===== config.mk =====
export PLATFORM = sky130hd
export DESIGN_NAME = pc_gen
export DESIGN_NICKNAME = d
export VERILOG_FILES = /design/src/rtl/pc_gen.sv
export SDC_FILE = /design/constraint.sdc
export NUM_CORES = 1
export LEC_CHECK = 0
export CAP_MARGIN = 0
export CORE_MARGIN = 2
export CORE_UTILIZATION = 51
export CTS_BUF_LIST = sky130_fd_sc_hd__clkbuf_4 sky130_fd_sc_hd__clkbuf_8 sky130_fd_sc_hd__clkbuf_16
export CTS_CLUSTER_SIZE = 8
export DETAILED_ROUTE_END_ITERATION = 8
export GPL_ROUTABILITY_DRIVEN = 1
export MAX_ROUTING_LAYER = met4
export PLACE_DENSITY = 0.88
export SLEW_MARGIN = 20
export SYNTH_ARGS = -nofsm -noshare
export SYNTH_HDL_FRONTEND = slang
export SYNTH_SLANG_ARGS = --single-unit

===== constraint.sdc =====
create_clock -name clk -period 5.56 [get_ports clk]
set_input_delay 1.112 -clock clk [delete_from_list [all_inputs] [get_ports clk]]
set_output_delay 1.112 -clock clk [all_outputs]
set_load 0.03 [all_outputs]

===== src/rtl/pc_gen.sv =====
// rtl/pc_gen.sv - fetch program counter generator with boot/run/halt control
module pc_gen #(
  parameter int ADDR_W = 32,
  parameter int INST_BYTES = 4,
  parameter logic [ADDR_W-1:0] RESET_VEC = ADDR_W'(32'h00000000),
  parameter logic [ADDR_W-1:0] TRAP_VEC = ADDR_W'(32'h00000100)
) (
  input  logic              clk,
  input  logic              rst,
  input  logic              stall,
  input  logic              branch_flag,
  input  logic [ADDR_W-1:0] branch_target,
  input  logic              trap_flag,
  input  logic              halt_req,
  input  logic              inst_mem_ready,
  output logic [ADDR_W-1:0] pc,
  output logic              inst_mem_en,
  output logic              misalign_fault,
  output logic              halted
);

  typedef enum logic [1:0] {
    BOOT = 2'd0,
    RUN  = 2'd1,
    HALT = 2'd2
  } state_t;

  // Increment and the alignment mask share the power-of-two instruction size;
  // a size of 1 gives an all-zero mask, so nothing is ever misaligned.
  localparam logic [ADDR_W-1:0] PC_INC = ADDR_W'(INST_BYTES);
  localparam logic [ADDR_W-1:0] ALIGN_MASK = ADDR_W'(INST_BYTES - 1);

  state_t            state;
  state_t            state_n;
  logic [ADDR_W-1:0] pc_n;
  logic              fault_n;
  logic              misaligned;

  assign misaligned = |(branch_target & ALIGN_MASK);

  // State, pc and all outputs are flops; reset wins over every other input.
  always_ff @(posedge clk) begin
    if (rst) begin
      state          <= BOOT;
      pc             <= RESET_VEC;
      inst_mem_en    <= 1'b0;
      misalign_fault <= 1'b0;
      halted         <= 1'b0;
    end else begin
      state          <= state_n;
      pc             <= pc_n;
      inst_mem_en    <= (state_n == RUN);
      misalign_fault <= fault_n;
      halted         <= (state_n == HALT);
    end
  end

  // Next state and next pc: redirects beat halt, halt beats hold/increment.
  always_comb begin
    state_n = state;
    pc_n    = pc;
    fault_n = 1'b0;
    case (state)
      BOOT: begin
        // First fetch is the reset vector itself, so pc is not advanced here.
        state_n = RUN;
      end
      RUN: begin
        if (trap_flag) begin
          pc_n = TRAP_VEC;
        end else if (branch_flag) begin
          if (misaligned) begin
            pc_n    = TRAP_VEC;
            fault_n = 1'b1;
          end else begin
            pc_n = branch_target;
          end
        end else if (halt_req) begin
          state_n = HALT;
        end else if (!stall && inst_mem_ready) begin
          pc_n = pc + PC_INC;
        end
      end
      HALT: begin
        if (trap_flag) begin
          pc_n    = TRAP_VEC;
          state_n = RUN;
        end else if (!halt_req) begin
          state_n = RUN;
        end
      end
      default: begin
        state_n = BOOT;
        pc_n    = RESET_VEC;
      end
    endcase
  end

endmodule


---- Yosys cells after proc, flatten, opt, wreduce, memory -nomap -nowiden ----
Index checks and enable logic that the tools add are counted.
storage, ports and cells
  bits in registers ....................... 37
  word-level logic and storage cells ...... 36
  input port bits ......................... 39
  output and inout port bits .............. 35
operators by class
  bitwise gates (word level) .............. 3
  add/subtract/negate cells ............... 1
  reduce and logical (&&, ||, !) cells .... 6
  eq/ne operators ......................... 7
  multiplexer cells ....................... 14
operators by type and width
  cell                                                             count
  32-bit 2-to-1 mux                                                6
  32-bit case mux with 3 select lines                              1
  32-bit by 3-bit adder with 32-bit output, second input constant  1
  2-bit 2-to-1 mux                                                 5
  4-bit inequality test, second input constant                     2
  2-bit case mux with 3 select lines                               1
  2-bit by 1-bit == test with 1-bit output, second input constant  2
  2-bit == test, second input constant                             2
  4-bit AND reduction                                              1
  4-bit OR reduction                                               1
  1-bit inverter                                                   3
  2-bit logical NOT                                                1
  2-bit inequality test, second input constant                     1
  2-bit OR reduction                                               1
  1-bit logical AND                                                1
  1-bit logical NOT                                                1
  1-bit 2-to-1 mux                                                 1

---- Depth between registers and ports, before layout ----
  depth after elaboration ................. 7
  mapped depth ............................ 9
  gate-level depth less buffers ........... 7

---- Worst setup path after synthesis ----
Ideal clock, no wire load.
  path kind ............................... input -> register
  start ................................... input halt_req
  end ..................................... register pc[23]
  arrival time ............................ 2859 ps
  path buffers ............................ 0
  library setup time ...................... 63 ps
  required time ........................... 5497 ps
  setup slack ............................. 2638 ps
  stages .................................. 5
  cells stage by stage .................... or3b_4 > a311o_1 > or3_4 > or4_1 > nand3_1
between the ends
  cells in the longest elaborated chain, start to end .. 2
ends and longest elaborated chain
  item                             RTL line  text
  start, declared                  14        input logic halt_req,
  4-bit inequality test (no line)  n/a
  4-bit AND reduction (no line)    n/a
  end signal, assigned             51        pc <= pc_n;
  end, declared                    16        output logic [ADDR_W-1:0] pc,
Every way passes these cells.
A chain may end at the register's enable or synchronous reset.

---- Worst setup path after layout ----
  start ................................... input branch_flag
  end ..................................... register pc[20]
between the ends
  cells in the longest elaborated chain, start to end .. 3
  elaborated cells on any way between the ends .. 6
  those cells by class .................... 2 x eq/ne; 3 x mux; 1 x reduce/logical
ends and longest elaborated chain
  item                                 RTL line  text
  start, declared                      11        input logic branch_flag,
  32-bit 2-to-1 mux                    71        end else if (branch_flag) begin
  32-bit 2-to-1 mux                    69        if (trap_flag) begin
  32-bit case mux with 3 select lines  63        case (state)
Parallel ways exist; a longest one is shown, timed or not.

==> summary.md <==
| Metric | Value |
|---|---|
| Yosys warning total | `0` |
| Post-route setup slack | `2.22 ns` |
| Count of antenna diodes in the layout | `0` |
| # resized after CTS | `0` |
| Initial Utilization | `52.4%` |
| MaxCap Viol Count | `0` |
| Status | `finished, final reports clean` |
| Count of state elements after synthesis | `37` |
| Setup fix buffers added after clock tree synthesis | `0` |
| Antenna violations before repair | `0` |
| Cell leakage power | `0.00109 uW` |
| Worst endpoint required time | `5.78 ns` |
| Final slew viol count | `0` |
| Number of placement rows | `25` |
| Antenna Violating Nets Remaining | `0` |
| Actual slew at the worst max-slew pin | `0.869 ns` |
| Clock tree buffer depth | `2` |
| Number of sinks driven by the clock tree | `37` |
| Clock root buffer | `sky130_fd_sc_hd__clkbuf_8` |
| Number of top-level design ports | `74` |
| Final Hold Viols | `0` |
| Count of port buffers added during placement | `73` |
| EDFF count, synth | `0` |
| Area growth, synth to finish | `35.6%` |
| Post-placement worst setup slack | `1.98 ns` |
| Vias in the first global route | `2905` |
| Routed vias/inst | `6.83` |
| Final Critical Period | `3.34 ns` |
| Average routed wire per standard cell | `19.0 um` |
| TritonCTS clock tree | `yes` |
| Final layout net count | `436` |
| Number of hold buffers added after cts | `0` |
| Final sum of negative setup slack | `0 ns` |
| Remaining global-route overflow | `0` |
| Setup violators final | `0` |
| Layout cells sized above 1 | `4.34%` |
| Part of the Yosys area used for sequential elements | `30.3%` |
| HPWL after detailed placement | `5910 um` |
| Class of the tightest hold or removal check | `reg -> reg` |
| Post-route clock period utilization | `60.1%` |
| Portion of synthesized cell area occupied by the leading cell type | `30.3%` |
| Post-placement cell area | `0.00321 sq mm` |
| Die outline area | `0.00536 sq mm` |
| Clock slew seen by the registers of the worst setup and hold paths | `0.07 ns` |
| Drc violations | `0` |
| IR drop worst, VDD | `0.118 mV` |
| Post-route cell area | `0.00331 sq mm` |
| Cell area after technology mapping | `0.00244 sq mm` |
| Largest fanout on the critical path | `30` |
| All-Layer GR Usage | `33.7%` |
| Syn nets | `368` |
| Worst setup SP type | `input pin` |
| Number of standard cells after synthesis | `323` |
| Data arrival time of the critical path | `3.56 ns` |
| Avg Synthesized Cell Area | `7.56 sq um` |
| Die X-Extent | `73.2 um` |
| Number of DRC markers in iteration 0 | `442` |
| First-pass GRT wire length | `13700 um` |
| Placeable Area | `0.00466 sq mm` |
| Startpoint-to-endpoint class of the critical path | `in -> reg` |
| Max H-tree Level | `2` |
| Total length of routed wires | `8470 um` |
| Async set-reset flop share out of synthesis | `0%` |
| Final worst clock skew | `0.00868 ns` |
| Overall via count from detail_route | `3046` |
| Total power divided by cell area | `177 mW/mm^2` |
| Final weighted congestion in routability-driven placement | `0.948` |
| Headroom to the max-slew limit | `41.9%` |
| RSZ-0062 raised after global routing | `no` |
| Endpoint type of the worst setup path | `flip-flop` |
| Largest area contributor in the netlist | `sky130_fd_sc_hd__dfxtp_1` |
| Highest clock frequency the design can meet | `0.299 GHz` |
| Ranking of synthesized cells by area | `sky130_fd_sc_hd__dfxtp_1 30%, sky130_fd_sc_hd__nand2_1 4.3%, sky130_fd_sc_hd__a21oi_1 4.1%` |
| Die H | `73.2 um` |
| Maximum number of pins on one net before global-route repair | `31` |
| Clk_lat worst skew | `0.30 ns` |
| Router iterations before antenna repair | `6` |
| Number of distinct library cells after synthesis | `54` |
| Cts bufs inserted | `5` |
| Most frequently used flop master after synthesis | `sky130_fd_sc_hd__dfxtp_1` |
metrics by stage:
stage                     util, %  total power (uW)  std cells  hold WS [ns]
after floorplan                 -               328        323         0.606
after detailed placement     68.9               376        438         0.460
after CTS                    71.0               582        446         0.482
after global routing         71.0               605        446         0.497
final                        71.0               586        446         0.474
after global placement       68.9               374        438         0.445
cell families (layout without fill, tap and decap cells):
kind of cell,Yosys count,in the layout,synth area share (%)
and+or+nand+nor,159,159,35.4
DFF,37,37,30.3
AOI/OAI and AO/OA,87,87,24.4
xor gates and xnor gates,6,6,2.15
muxes,1,1,0.410
adders and majority gates,6,6,3.07
buffers and inverters,27,96,4.20
power breakdown:
part           internal [uW]  switching (uW)  leakage [uW]  total (uW)
Sequential               268            3.98      0.000299         272
Combinational           46.0            55.9      0.000741         102
Clock                    112            99.7     0.0000542         212
final cells by class:
| type | count | area, sq um |
|---|---|---|
| Clock inverter | 1 | 5.00 |
| Sequential cell | 37 | 741 |
| Timing Repair Buffer | 77 | 761 |
| Multi-Input combinational cell | 259 | 1600 |
| Tap cell | 54 | 67.6 |
| Fill cell | 411 | 1350 |
| Clock buffer | 7 | 96.3 |
| Inverter | 11 | 41.3 |
per-layer routing:
metal,track usage (%),wire length [um],up-vias
li1,-,-,1372
met1,40.9,3290,1400
met2,52.6,3880,229
met3,7.87,990,45
met4,16.0,301,0
met5,-,0,-
cell usage in the layout, fill, tap and decap left out, types with 4 or more instances in the layout:
cell type / count
sky130_fd_sc_hd__and4_1: 4
sky130_fd_sc_hd__buf_4: 4
sky130_fd_sc_hd__or3_1: 6
sky130_fd_sc_hd__o22ai_1: 4
sky130_fd_sc_hd__clkdlybuf4s50_1: 73
sky130_fd_sc_hd__nor2_1: 26
sky130_fd_sc_hd__dfxtp_1: 37
sky130_fd_sc_hd__a21oi_1: 20
sky130_fd_sc_hd__and3_1: 8
sky130_fd_sc_hd__nand2_1: 28
sky130_fd_sc_hd__a32oi_1: 5
sky130_fd_sc_hd__a22oi_1: 10
sky130_fd_sc_hd__xor2_1: 4
sky130_fd_sc_hd__ha_1: 6
sky130_fd_sc_hd__o2bb2ai_1: 4
sky130_fd_sc_hd__nor4_1: 9
sky130_fd_sc_hd__clkbuf_8: 7
sky130_fd_sc_hd__inv_1: 11
sky130_fd_sc_hd__nor3_1: 16
sky130_fd_sc_hd__nor3b_1: 4
sky130_fd_sc_hd__nand2b_1: 6
sky130_fd_sc_hd__and2_1: 4
sky130_fd_sc_hd__o21ai_0: 19
sky130_fd_sc_hd__nand4_1: 14
sky130_fd_sc_hd__nand3_1: 18
cells in the mapped netlist (all sizes together), types with 4 or more instances:
master    n
a32oi     5
clkbuf   15
xor2      4
nand2    28
o21ai    19
o22ai     4
nand3    18
ha        6
nor3b     4
and2      4
nand2b    6
a21oi    20
o2bb2ai   4
and3      8
inv      11
nor3     16
and4      4
nand4    14
dfxtp    37
nor2     26
a22oi    10
nor4      9
or3       7
flip-flops by register name, indices dropped and copies added (netlist names):
name and cells:
halted 1, state 2, misalign_fault 1, pc 32, inst_mem_en 1
final timing paths:
kind / from / to / slack, ns / depth (start not counted)
max: branch_flag / pc[20] / 2.22 / 7
min reg2reg: pc[1] / pc[1] / 0.47 / 1
max reg2reg: state[1] / pc[28] / 2.88 / 7
min: pc[1] / pc[1] / 0.47 / 1
worst max-delay path: stages:
cell and delay, ns:
sky130_fd_sc_hd__clkdlybuf4s50_1 0.49, sky130_fd_sc_hd__buf_4 0.32, sky130_fd_sc_hd__inv_1 0.29, sky130_fd_sc_hd__a311o_1 0.47, sky130_fd_sc_hd__nor3_1 0.50, sky130_fd_sc_hd__a22oi_1 0.16, sky130_fd_sc_hd__o2bb2ai_1 0.20
(Power assumes the default switching activity.)
